File: src/rtl/dsp_sample_loader_pkg.sv
// Shared definitions for the Data Memory Bank I sample loader: widths, defaults and half-buffer states.
package dsp_sample_loader_pkg;

  localparam int unsigned REG_WORD_LEN     = 16;
  localparam int unsigned SRAM_ADDR_LEN    = 10;
  localparam int unsigned LOADER_FRAME_LEN = 256;
  localparam int unsigned LOADER_BASE_ADDR = 0;
  localparam int unsigned DROP_CNT_W       = 16;

  typedef enum logic {
    HALF_EMPTY = 1'b0,
    HALF_FULL  = 1'b1
  } half_state_t;

endpackage

File: src/rtl/dsp_pingpong_status.sv
// Ping-pong bookkeeping: per-half resident flags, the half being filled and the half shown to the DSP.
module dsp_pingpong_status
  import dsp_sample_loader_pkg::*;
(
  input  logic clk,
  input  logic rst,
  input  logic fill_done,
  input  logic ack,
  output logic wr_blocked,
  output logic frame_rdy,
  output logic wr_half,
  output logic rd_half
);

  half_state_t half_state [2];
  logic        ack_take;

  assign wr_blocked = (half_state[wr_half] == HALF_FULL);
  // frame_rdy lags the flags by a cycle, so an ack in the cycle right after a release must not free a second half
  assign ack_take   = ack && frame_rdy && (half_state[rd_half] == HALF_FULL);

  always_ff @(posedge clk) begin
    if (rst) begin
      half_state[0] <= HALF_EMPTY;
      half_state[1] <= HALF_EMPTY;
      wr_half       <= 1'b0;
      rd_half       <= 1'b0;
      frame_rdy     <= 1'b0;
    end else begin
      frame_rdy <= (half_state[rd_half] == HALF_FULL);
      // fill_done needs an empty wr_half and ack_take a full rd_half, so they never target the same half
      if (fill_done) begin
        half_state[wr_half] <= HALF_FULL;
        wr_half             <= !wr_half;
      end
      if (ack_take) begin
        half_state[rd_half] <= HALF_EMPTY;
        rd_half             <= !rd_half;
      end
    end
  end

endmodule

File: src/rtl/dsp_sample_loader.sv
// Streams receiver samples into two ping-pong frame buffers in SRAM bank I and flags resident frames.
// Optional SAMPLE_DROP_CNT_EN: never back-pressure; discard samples while blocked and count them in drop_cnt.
module dsp_sample_loader
  import dsp_sample_loader_pkg::*;
#(
  parameter int unsigned DATA_W    = REG_WORD_LEN,
  parameter int unsigned ADDR_W    = SRAM_ADDR_LEN,
  parameter int unsigned FRAME_LEN = LOADER_FRAME_LEN,
  parameter int unsigned BASE_ADDR = LOADER_BASE_ADDR
) (
  input  logic              clk,
  input  logic              rst,
  input  logic [DATA_W-1:0] sample_in,
  input  logic              sample_valid,
  output logic              sample_ready,
  output logic [ADDR_W-1:0] write_addr_1,
  output logic [DATA_W-1:0] write_data_1,
  output logic              write_en_1,
  output logic              frame_rdy,
  output logic [ADDR_W-1:0] frame_base,
  input  logic              frame_ack
`ifdef SAMPLE_DROP_CNT_EN
  ,
  output logic [DROP_CNT_W-1:0] drop_cnt
`endif
);

  localparam int unsigned       CNT_W = $clog2(FRAME_LEN);
  localparam logic [ADDR_W-1:0] BASE  = ADDR_W'(BASE_ADDR);
  localparam logic [CNT_W-1:0]  LAST  = CNT_W'(FRAME_LEN - 1);

  logic [CNT_W-1:0] wr_cnt;
  logic             wr_half;
  logic             rd_half;
  logic             wr_blocked;
  logic             accept;
  logic             fill_done;

  dsp_pingpong_status u_status (
    .clk        (clk),
    .rst        (rst),
    .fill_done  (fill_done),
    .ack        (frame_ack),
    .wr_blocked (wr_blocked),
    .frame_rdy  (frame_rdy),
    .wr_half    (wr_half),
    .rd_half    (rd_half)
  );

`ifdef SAMPLE_DROP_CNT_EN
  assign sample_ready = 1'b1;
`else
  assign sample_ready = !wr_blocked;
`endif

  assign accept    = sample_valid && !wr_blocked;
  assign fill_done = accept && (wr_cnt == LAST);
  // FRAME_LEN is a power of two, so {half, offset} equals half*FRAME_LEN + offset
  assign frame_base = BASE + ADDR_W'({rd_half, {CNT_W{1'b0}}});

  always_ff @(posedge clk) begin
    if (rst) begin
      wr_cnt       <= '0;
      write_en_1   <= 1'b0;
      write_addr_1 <= '0;
      write_data_1 <= '0;
    end else begin
      write_en_1 <= accept;
      if (accept) begin
        write_addr_1 <= BASE + ADDR_W'({wr_half, wr_cnt});
        write_data_1 <= sample_in;
        wr_cnt       <= wr_cnt + CNT_W'(1);
      end
    end
  end

`ifdef SAMPLE_DROP_CNT_EN
  always_ff @(posedge clk) begin
    if (rst) begin
      drop_cnt <= '0;
    end else if (sample_valid && wr_blocked && (drop_cnt != '1)) begin
      drop_cnt <= drop_cnt + DROP_CNT_W'(1);
    end
  end
`endif

endmodule

File: config.mk
export PLATFORM = sky130hd
export DESIGN_NAME = dsp_sample_loader
export DESIGN_NICKNAME = d
export VERILOG_FILES = /design/src/rtl/dsp_sample_loader_pkg.sv /design/src/rtl/dsp_pingpong_status.sv /design/src/rtl/dsp_sample_loader.sv
export SDC_FILE = /design/constraint.sdc
export NUM_CORES = 1
export LEC_CHECK = 0
export ABC_CLOCK_PERIOD_IN_PS = 1700
export CAP_MARGIN = 10
export CORE_ASPECT_RATIO = 1.75
export CORE_UTILIZATION = 30
export CTS_CLUSTER_DIAMETER = 150
export DETAILED_ROUTE_END_ITERATION = 8
export GPL_TIMING_DRIVEN = 0
export PLACE_DENSITY = 0.54
export RECOVER_POWER = 25
export REMOVE_ABC_BUFFERS = 1
export SETUP_SLACK_MARGIN = 0.5
export SLEW_MARGIN = 20
export SYNTH_ARGS = -nofsm -noshare
export SYNTH_HDL_FRONTEND = slang
export SYNTH_SLANG_ARGS = --single-unit
File: constraint.sdc
create_clock -name clk -period 1.7 [get_ports clk]
set_input_delay 0.34 -clock clk [delete_from_list [all_inputs] [get_ports clk]]
set_output_delay 0.34 -clock clk [all_outputs]
set_load 0.005 [all_outputs]
## After elaboration in Yosys (flattened, before gate mapping)

Memory sizes are Yosys's and may differ from the RTL's. A register that Yosys moved wholly into a read port is not among the register bits.
Cells that the tools add are included.

| word-level totals | value |
|---|---|
| flip-flop bits (word level) | 37 |
| memory bits (writable) | 2 |
| input port bits | 20 |
| logic and storage cells | 37 |
| memories | 1 |

| operators by class | value |
|---|---|
| $add $sub $neg | 1 |
| eq/ne operators | 1 |
| mux-type cells | 18 |
| reductions and logical operators | 9 |

Memory list:

| memory | depth | width | rd ports | clocked after Yosys merged registers in | wr ports | line | source |
|---|---|---|---|---|---|---|---|
| u_status.half_state | 2 | 1 | 2 | 2 | 2 | dsp_pingpong_status.sv:15 | `half_state_t half_state [2];` |

Operators with widths:

| operator | count |
|---|---|
| $mux W1 | 18 |
| $add A8 B1 Y8 const B | 1 |
| $eq A8 B8 Y1 const B | 1 |
| $logic_and A1 B1 Y1 | 4 |
| $logic_not A1 Y1 | 3 |
| $reduce_or A1 Y1 | 2 |

## Longest topological paths before layout

Gate-level depths: netlist of run 1.

| depth | value |
|---|---|
| depth in word-level cells | 8 |
| gate-level depth with buffers | 6 |
| mapped depth without buffers | 4 |

## By module

From an unflattened synthesis of run 1, not the netlist that was laid out.

| unflattened totals | value |
|---|---|
| cell total of the unflattened synthesis | 192 |
| area, all modules | 1,605.3 µm² |

Modules (own cells, without submodules):

| module | instances | cells each | area an instance (µm²) | sequential area each (µm²) |
|---|---|---|---|---|
| dsp_sample_loader | 1 | 167 | 1,363.8 | 680.7 |
| dsp_pingpong_status | 1 | 25 | 241.5 | 140.1 |

## Worst setup path before layout of run 1

No wires, ideal clock.

| timing | value |
|---|---|
| kind | reg2reg |
| from | register wr_cnt[0] |
| to | register (tool-made name) |
| data arrival time | 1.340 ns |
| data required time | 1.579 ns |
| path slack | 0.239 ns |
| stages on the path, launching flop included | 5 |
| buffers on the path | 0 |
| clock period less this slack | 1.461 ns |
| cells stage by stage | dfxtp_1 -> ha_1 -> nand3_1 -> nor4_4 -> mux2_2 |

RTL lines:

| element | line | source |
|---|---|---|
| start: declaration | dsp_sample_loader.sv:32 | `logic [CNT_W-1:0] wr_cnt;` |
| start signal: assignment | dsp_sample_loader.sv:72 | `wr_cnt <= wr_cnt + CNT_W'(1);` |

==> impl_metrics.csv, run 1 <==
group,metric,value,unit
placed_design,place_congestion,0.706,
timing,fin_worst_skew,0.00377,ns
detailed_routing,ant_nets,0,
detailed_routing,wl_per_cell,15.6,um
pwr,leakage,0.987,nW
synth,synth.area.top_cells,"dfxtp_1 (48%), a21oi_1 (10%), nand3_1 (8.4%), o21ai_0 (8.4%), buf_4 (4.8%)",
critical_path,r2r_slack,-0.001,ns
outcome,outcome,"complete, but fails checks",
detailed_routing,drc_errors,0,
detailed_routing,drt_iter0_drc,37,
timing,setup_viol,1,
synth,syn_area,1720,sq um
global_routing,overflow,0,
critical_path,criticalPathCategory,"flop to flop",
synth,synth.distinct_cells,28,
detailed_routing,first_pass_iters,4,
critical_path,cp.arrival,1.89,ns
floorplanning,die-area,6060,sq um
timing,fin_crit,1.70,ns
clock_tree,cts_inserted_buffers,5,
detailed_routing,routed_via_density,5.01,
cells_and_area,area_growth,56.7,%
clock_tree,clkLatencyLatePin,0.29,ns
timing,fmaxAchievable,588,MHz
timing,holdWs,0.476,ns
global_routing,antenna_found_initial,0,
pwr,vdd_drop_max,0.658,mV
timing,drv_slew,0,
synth,synth_top_cell_area_share,0.476,
synth,synth-seq-cells,41,
synth,ys_seq_area_frac,0.476,
timing,worst_slack,-0.00119,ns
cells_and_area,nets,284,
pwr,p_total,0.00182,W
synth,synth-edff-count,0,
clock_tree,root_buffer,"clkbuf_8",
placed_design,port_buffers,48,
critical_path,cp-start-kind,"flop",
timing,finalHoldViolCount,0,
clock_tree,clock_path_buffers,2,
floorplanning,start_util,0.311,
clock_tree,cts_tree,"yes",
synth,yosysWarnings,0,
floorplanning,coreArea,5540,sq um
min_path,hold_class,"flop to flop",
timing,fin_crit_sh,1.00,
cells_and_area,drive_gt1_frac,0.371,
global_routing,grt_pass1_vias,1531,
job,drv_cap,0,
synth,synth_area_per_cell,8.57,sq um
clock_tree,cts_max_level,2,
critical_path,worstPathRequired,1.89,ns
floorplanning,die_w,59.3,um
detailed_routing,dr_total_vias,1703,
global_routing,grt_pass1_wl,7960,um
clock_tree,holdBufCountCts,0,
cells_and_area,nFillCells,570,
clock_tree,clk_pin_slew,0.08,ns
synth,synth_top_area_cell,"dfxtp_1",
pwr,power.density,675,nW/um^2
outcome,failed_checks,"negative setup slack",
detailed_routing,routed_wl,5300,um
placed_design,dpl.hpwl,2540,um
critical_path,path_max_fanout,5,
critical_path,cp-end-kind,"flop",
global_routing,grt_max_degree,32,
timing,rsz0062_at_grt,"true",
synth,synth-async-reset-ratio,0,
floorplanning,dieHeight,102,um
clock_tree,clock_sink_count,41,
synth,synthCells,201,
floorplanning,rows,36,
floorplanning,pin_count,59,
cells_and_area,antennaDiodeCount,0,
global_routing,track_usage,0.178,
synth,ys.flop_type,"dfxtp_1",
cells_and_area,fin_util,0.487,
==> per-layer routing <==
layer	wire length [um]	vias to the layer above	global-route usage
li1	-	824	-
met2	2880	43	0.303
met4	91	0	0.0788
met5	0	-	0
met1	2180	830	0.214
met3	148	6	0.0329
==> logic make-up after synthesis <==
kind of cell,synth area share
AOI/OAI and AO/OA,0.216
buffers and inverters,0.103
adders and majority gates,0.00726
muxes,0.0341
DFF,0.476
and+or+nand+nor,0.161
other,0.00218
==> registers in the layout, summed over array words and instances, names as in the netlist, named ones only <==
name,flops
write_data_1,16
write_addr_1,9
wr_cnt,8
u_status.half_state,2
u_status.frame_rdy,1
u_status.rd_half,1
u_status.wr_half,1
write_en_1,1
==> power breakdown <==
group          switching [W]  total [W]  internal, W
registers          0.0000143    0.00100     0.000986
clock network       0.000355   0.000641     0.000285
logic              0.0000894   0.000181    0.0000912
==> placed cells by master (no fill, tap or decap), types with 8 or more instances in the layout <==
| cell type | count |
|---|---|
| a21oi_1 | 24 |
| a21oi_2 | 11 |
| buf_4 | 8 |
| clkdlybuf4s15_1 | 13 |
| clkdlybuf4s50_1 | 17 |
| conb_1 | 10 |
| dfxtp_1 | 21 |
| dfxtp_2 | 18 |
| nand3_1 | 19 |
| nand3_2 | 10 |
| o21ai_0 | 29 |
==> synth_stat cells, types with 2 or more instances <==
cell type / number
or3_1: 3
mux2_2: 3
dfxtp_1: 41
or4_1: 4
nor2b_1: 2
o21ai_0: 29
buf_4: 11
nand2_1: 2
buf_2: 4
nor2_1: 5
nand3_1: 29
inv_1: 5
nand4_1: 2
clkbuf_1: 10
o31ai_1: 4
a21oi_1: 35
==> worst max-delay path: stages (launching register included) <==
cell,delay (ns)
dfxtp_4,0.36
mux2_4,0.30
buf_6,0.12
buf_8,0.12
nor4_4,0.36
mux2_4,0.33
==> stage by stage <==
step	area, sq um	std cells	setup slack [ns]	TNS (ns)
after floorplan	1600	183	0.161	0
after global placement	2180	307	-1.36	-45.53
after detailed placement	2200	308	-1.34	-42.32
after CTS	2640	339	-0.0303	-0.0572
after global routing	2700	340	-0.0645	-0.179
final	2700	340	-0.00119	-0.00119
==> cell type report <==
type	count	area [sq um]	share of cell area
multi-input combinational	139	920	0.341
sequential	41	851	0.315
timing repair buffer	67	673	0.249
tap	76	95.1	0.0352
clock buffer	6	72.6	0.0269
timing repair inverter	3	40.0	0.0148
inverter	6	38.8	0.0144
clock inverter	2	10.0	0.00371
==> what timing repair did <==
action	in CTS	in global routing
pin swaps	18	15
buffers inserted	16	0
endpoints found under the hold margin	0	0
gates resized for setup	127	42
cloned	7	1
setup endpoints to repair	67	55
==> final timing paths <==
| path | startpoint | endpoint | depth (start not counted) |
|---|---|---|---|
| setup / recovery | flop | flop | 5 |
| setup reg to reg | flop | flop | 5 |
| hold / removal | write_addr_1[6] | write_addr_1[6] | 2 |
| hold reg to reg | write_addr_1[6] | write_addr_1[6] | 2 |
(Power assumes the default switching activity.)
==> run 2, diff against run 1 <==
--- a/config.mk
+++ b/config.mk
@@ -6,4 +6,5 @@
 export NUM_CORES = 1
 export LEC_CHECK = 0
+export ABC_AREA = 1
 export ABC_CLOCK_PERIOD_IN_PS = 1700
 export CAP_MARGIN = 10
@@ -14,5 +15,5 @@
 export GPL_TIMING_DRIVEN = 0
 export PLACE_DENSITY = 0.54
-export RECOVER_POWER = 25
+export RECOVER_POWER = 100
 export REMOVE_ABC_BUFFERS = 1
 export SETUP_SLACK_MARGIN = 0.5
==> constraint.sdc (replaced) <==
create_clock -name clk -period 1.7 [get_ports clk]
set_input_delay 0.34 -clock clk [delete_from_list [all_inputs] [get_ports clk]]
set_output_delay 0.34 -clock clk [all_outputs]
set_load 0.1 [all_outputs]
==> impl_metrics.csv, run 2 <==
group,metric,value,unit
global_routing,overflow,0,
placed_design,dpl.hpwl,2330,um
synth,syn_area,1700,sq um
global_routing,grt_pass1_wl,6890,um
floorplanning,pin_count,59,
detailed_routing,drt_iter0_drc,22,
timing,fmaxAchievable,679,MHz
floorplanning,start_util,0.318,
critical_path,criticalPathCategory,"flop to flop",
synth,synth_area_per_cell,7.89,sq um
timing,setup_viol,0,
synth,synth-edff-count,0,
cells_and_area,regMostFlops,"write_data_1",
synth,synth.distinct_cells,26,
synth,ys_seq_area_frac,0.484,
cells_and_area,drive_gt1_frac,0.477,
floorplanning,dieHeight,101,um
critical_path,cp-end-kind,"flop",
synth,synth_top_area_cell,"dfxtp_1",
synth,synth-seq-cells,41,
clock_tree,cts_max_level,2,
cells_and_area,largest_reg_flops,16,
detailed_routing,wl_per_cell,14.0,um
critical_path,cp.arrival,1.63,ns
timing,fin_worst_skew,0.00377,ns
global_routing,grt_pass1_vias,1443,
synth,synthCells,215,
cells_and_area,final_cell_mix,"nand2_1 (49), clkbuf_2 (29), dfxtp_2 (29), a21oi_1 (27), clkdlybuf4s50_1 (17)",
clock_tree,root_buffer,"clkbuf_8",
floorplanning,coreArea,5340,sq um
outcome,outcome,"completed",
timing,fin_crit_sh,0.866,
floorplanning,die-area,5970,sq um
clock_tree,cts_inserted_buffers,5,
floorplanning,rows,35,
cells_and_area,nFillCells,540,
timing,holdWs,0.459,ns
placed_design,place_congestion,0.718,
timing,finalHoldViolCount,0,
clock_tree,cts_tree,"yes",
detailed_routing,routed_wl,5040,um
pwr,p_total,0.00223,W
pwr,vdd_drop_max,0.365,mV
detailed_routing,routed_via_density,4.56,
synth,synth_top_cell_area_share,0.484,
timing,worst_slew_pin_slew,0.564,ns
placed_design,placed_cell_area,2140,sq um
timing,rsz0062_at_grt,"true",
cells_and_area,final_common_cell,"nand2_1",
global_routing,track_usage,0.157,
clock_tree,clkLatencyLatePin,0.29,ns
synth,synth-async-reset-ratio,0,
synth,ys.flop_type,"dfxtp_1",
synth,synth.area.top_cells,"dfxtp_1 (48%), nand2_1 (15%), a21oi_1 (11%), buf_4 (5.3%), buf_6 (2.7%)",
job,drv_cap,0,
cells_and_area,largestRegisters,"write_data_1 x16, write_addr_1 x9, wr_cnt x8",
timing,drv_slew,0,
floorplanning,die_w,58.8,um
detailed_routing,first_pass_iters,4,
cells_and_area,final-seq-area,868,sq um
critical_path,path_max_fanout,6,
clock_tree,clock_sink_count,41,
global_routing,grt_max_degree,30,
timing,fin_crit,1.47,ns
global_routing,antenna_found_initial,0,
pwr,leakage,1.13,nW
detailed_routing,dr_total_vias,1637,
min_path,hold_class,"flop to flop",
critical_path,cp-start-kind,"flop",
pwr,power.density,826,nW/um^2
placed_design,port_buffers,48,
cells_and_area,antennaDiodeCount,0,
cells_and_area,multiInputGateArea,913,sq um
detailed_routing,ant_nets,0,
cells_and_area,area_growth,58.8,%
cells_and_area,final_area,2700,sq um
detailed_routing,drc_errors,0,
synth,yosysMostFrequentCell,"nand2_1",
synth,synth_common_cells,"nand2_1 (67), dfxtp_1 (41), a21oi_1 (36)",
critical_path,worstPathRequired,1.86,ns
clock_tree,clk_pin_slew,0.07,ns
clock_tree,clock_path_buffers,2,
timing,max_slew_margin,0.626,
cells_and_area,nets,306,
synth,yosysWarnings,0,
[run 2: cell count changes after synthesis, moves of 3 or more]
cell,change
o21ai_0,-27
clkbuf_1,-10
o31ai_1,-4
nand3_2,+3
inv_1,+5
mux2_2,-3
nand2_1,+65
or4_1,-4
nand3_1,-22
buf_6,+3
nor2_1,+7
or3_1,-3
[run 2: layer usage]
metal	part of all wire	vias to the layer above	GRT usage	wire (um)
met5	0	-	0	0
met4	0.025	0	0.0879	127
met3	0.027	10	0.0230	136
met2	0.58	43	0.295	2910
met1	0.37	773	0.159	1860
li1	-	811	-	-
[run 2: through the flow]
| step | std cells | setup WS (ns) | TNS [ns] | utilization |
|---|---|---|---|---|
| floorplan | 203 | 0.245 | 0 | - |
| global placement | 325 | -0.938 | -22.31 | 0.401 |
| detailed placement | 325 | -0.947 | -22.39 | 0.401 |
| CTS | 342 | 0.321 | 0 | 0.511 |
| global route | 359 | 0.142 | 0 | 0.504 |
| finish | 359 | 0.227 | 0 | 0.504 |
[run 2: final cells by class]
class                           instances  share of cell area
Clock buffer                            7              0.0320
Inverter                               12              0.0218
Multi-Input combinational cell        152               0.339
Sequential cell                        41               0.322
Tap cell                               74              0.0344
Timing Repair Buffer                   66               0.213
Timing Repair inverter                  7              0.0376
[run 2: logic make-up (layout without fill, tap and decap cells)]
logic type | count (synthesis) | after routing | share of synthesized area
DFF | 41 | 41 | 0.484
xor gates and xnor gates | 2 | 2 | 0.0103
other | 1 | 10 | 0.00221
AOI/OAI and AO/OA | 40 | 40 | 0.120
buffers and inverters | 33 | 92 | 0.122
adders and majority gates | 1 | 1 | 0.00737
and+or+nand+nor | 97 | 99 | 0.254
[run 2: power by group]
part           total (W)  leakage [nW]  internal, W  switching, W
clock network   0.000639        0.0443     0.000322      0.000317
logic           0.000571         0.740     0.000139      0.000431
registers        0.00102         0.349     0.000994     0.0000220
total            0.00223          1.13      0.00146      0.000770
[run 2: critical path: stages (launching register included)]
cell	delay (ns)
dfxtp_1	0.33
inv_1	0.09
nand2_4	0.06
buf_6	0.12
nand3_4	0.10
clkbuf_16	0.18
clkbuf_1	0.24
clkinv_8	0.09
nand2_1	0.07
a21oi_1	0.06
[run 2: path summary, 6_finish.rpt]
check | start | endpoint | slack (ns) | cells after the start
worst max-delay path | flop | write_data_1[12] | 0.23 | 9
worst min-delay path | write_data_1[6] | write_data_1[6] | 0.46 | 2
worst max register to register | flop | write_data_1[12] | 0.23 | 9
worst min register to register | write_data_1[6] | write_data_1[6] | 0.46 | 2
[run 2: repair_timing]
item,4_1_cts,5_1_grt
hold buffers,0,0
gates resized for setup,324,68
setup endpoints to repair,70,45
cloned,4,6
pin swaps,5,15
buffers inserted,6,11
==> run 3, diff against run 2 <==
CORE_UTILIZATION = 44   (was 30)
PLACE_DENSITY = 0.75   (was 0.54)
==> impl_metrics.csv, run 3 (synthesis gave the netlist of run 2 again) <==
group,metric,value,unit
outcome,outcome,"completed",
clock_tree,cts_tree,"yes",
clock_tree,root_buffer,"clkbuf_8",
cells_and_area,final_common_cell,"nand2_1",
pwr,power.density,900,nW/um^2
placed_design,placed_cells,297,
detailed_routing,dr_total_vias,1861,
min_path,hold_path_end,"write_data_1[12]",
global_routing,grt_pass1_vias,1809,
floorplanning,coreArea,3660,sq um
clock_tree,cts_max_level,2,
clock_tree,holdBufCountCts,0,
timing,fin_crit,1.59,ns
cells_and_area,area_growth,59.2,%
pwr,p_seq_frac,0.418,
floorplanning,start_util,0.463,
detailed_routing,routed_via_density,5.49,
global_routing,grt_max_degree,30,
timing,drv_slew,0,
pwr,vdd_drop_max,0.760,mV
timing,fin_crit_sh,0.936,
job,drv_cap,0,
clock_tree,clk_pin_slew,0.08,ns
timing,finalHoldViolCount,0,
detailed_routing,wl_per_cell,19.9,um
cells_and_area,largestRegisters,"write_data_1 x16, write_addr_1 x9, wr_cnt x8",
detailed_routing,routed_wl,6750,um
clock_tree,clkLatencyLatePin,0.30,ns
floorplanning,die_w,48.9,um
cells_and_area,regMostFlops,"write_data_1",
pwr,p_total,0.00243,W
placed_design,dpl.hpwl,2180,um
detailed_routing,first_pass_iters,4,
timing,worst_slew_pin_slew,0.566,ns
global_routing,overflow,0,
clock_tree,cts_inserted_buffers,5,
floorplanning,rows,29,
floorplanning,die-area,4120,sq um
cells_and_area,final_cell_mix,"nand2_1 (50), a21oi_1 (28), clkbuf_2 (28), dfxtp_2 (28), clkdlybuf4s50_1 (17)",
pwr,power_switching,0.000822,W
pwr,power_frac_comb,0.241,
min_path,hp-start,"write_data_1[12]",
critical_path,worstPathRequired,1.90,ns
clock_tree,clock_path_buffers,2,
timing,fin_worst_skew,0.00829,ns
cells_and_area,fin_cells,339,
global_routing,track_usage,0.278,
timing,fmaxAchievable,628,MHz
critical_path,cp.arrival,1.79,ns
pwr,p_int,0.00161,W
floorplanning,pin_count,59,
pwr,clkPwrFrac,0.341,
cells_and_area,largest_reg_flops,16,
cells_and_area,drive_gt1_frac,0.491,
critical_path,r2r_end,"write_data_1[13]",
pwr,switching_share,0.338,
placed_design,port_buffers,48,
detailed_routing,ant_nets,0,
cells_and_area,antennaDiodeCount,0,
clock_tree,clock_sink_count,41,
critical_path,path_max_fanout,9,
detailed_routing,drt_iter0_drc,94,
critical_path,reg2reg_depth,9,
global_routing,antenna_found_initial,0,
timing,rsz0062_at_grt,"true",
detailed_routing,drc_errors,0,
min_path,hold_class,"flop to flop",
cells_and_area,nets,313,
pwr,leakage,1.16,nW
floorplanning,dieHeight,84.1,um
placed_design,place_congestion,0.754,
min_path,min_path_cells,2,
global_routing,grt_pass1_wl,8550,um
critical_path,r2r_slack,0.11,ns
timing,max_slew_margin,0.624,
timing,setup_viol,0,
critical_path,cp-end-kind,"flop",
critical_path,criticalPathCategory,"flop to flop",
critical_path,cp-start-kind,"flop",
==> run 3: how the worst max path moves through the flow <==
| stage | cells past startpoint | slack, ns | end | startpoint |
|---|---|---|---|---|
| 2_1_floorplan | 4 | 0.24 | u_status.half_state[0] | u_status.rd_half |
| 3_3_place_gp | 4 | -0.82 | flop | rst |
| 3_5_place_dp | 4 | -0.84 | u_status.rd_half | rst |
| 4_1_cts | 5 | 0.33 | sample_ready | flop |
| 5_1_grt | 9 | 0.07 | write_data_1[13] | flop |
| 6_report | 9 | 0.11 | write_data_1[13] | flop |
==> run 3: power groups by stage <==
stage          clock, W  combinational (W)  sequential, W
3_5_place_dp          0           0.000476        0.00103
5_1_grt        0.000874           0.000601        0.00102
2_1_floorplan         0           0.000157        0.00122
4_1_cts        0.000827           0.000618        0.00103
6_report       0.000829           0.000587        0.00102
3_3_place_gp          0           0.000474        0.00103
==> run 3: stage by stage <==
step | hold slack [ns] | TNS (ns) | worst slack, ns | cell area [sq um] | util
after floorplan | 0.409 | 0 | 0.245 | 1570 | -
after global placement | 0.451 | -18.81 | -0.825 | 2110 | 0.576
after detailed placement | 0.454 | -19.25 | -0.844 | 2110 | 0.576
after CTS | 0.469 | 0 | 0.327 | 2940 | 0.801
after global routing | 0.478 | 0 | 0.0671 | 2700 | 0.737
final | 0.469 | 0 | 0.108 | 2700 | 0.737
==> run 3: worst max-delay path, stage by stage, from the launching register on <==
cell and delay, ns:
dfxtp_1 0.37, clkinv_1 0.08, nand2_1 0.09, buf_6 0.10, buf_6 0.09, nand3_4 0.14, buf_12 0.22, inv_12 0.08
nand2_1 0.07, a21oi_1 0.23
==> run 3: cell type report <==
| type | count | area [sq um] |
|---|---|---|
| fill | 241 | 963 |
| inverter | 12 | 58.8 |
| clock inverter | 1 | 30.0 |
| multi-input combinational | 151 | 923 |
| sequential | 41 | 871 |
| tap | 46 | 57.6 |
| clock buffer | 7 | 86.3 |
| timing repair inverter | 6 | 83.8 |
| timing repair buffer | 75 | 591 |
==> run 3: what timing repair did <==
item                                   in CTS  in global routing
setup endpoints to repair                  70                 57
pin swaps                                   7                 17
gates cloned                                7                  0
buffers inserted                           15                 12
endpoints found under the hold margin       0                  0
resized for setup                         358                 40
==> run 3: per-layer routing <==
metal	wire length [um]	part of all wire	global-route usage
met5	0	0	0
met2	3480	0.52	0.489
met4	384	0.057	0.190
met3	422	0.063	0.0652
met1	2460	0.36	0.283
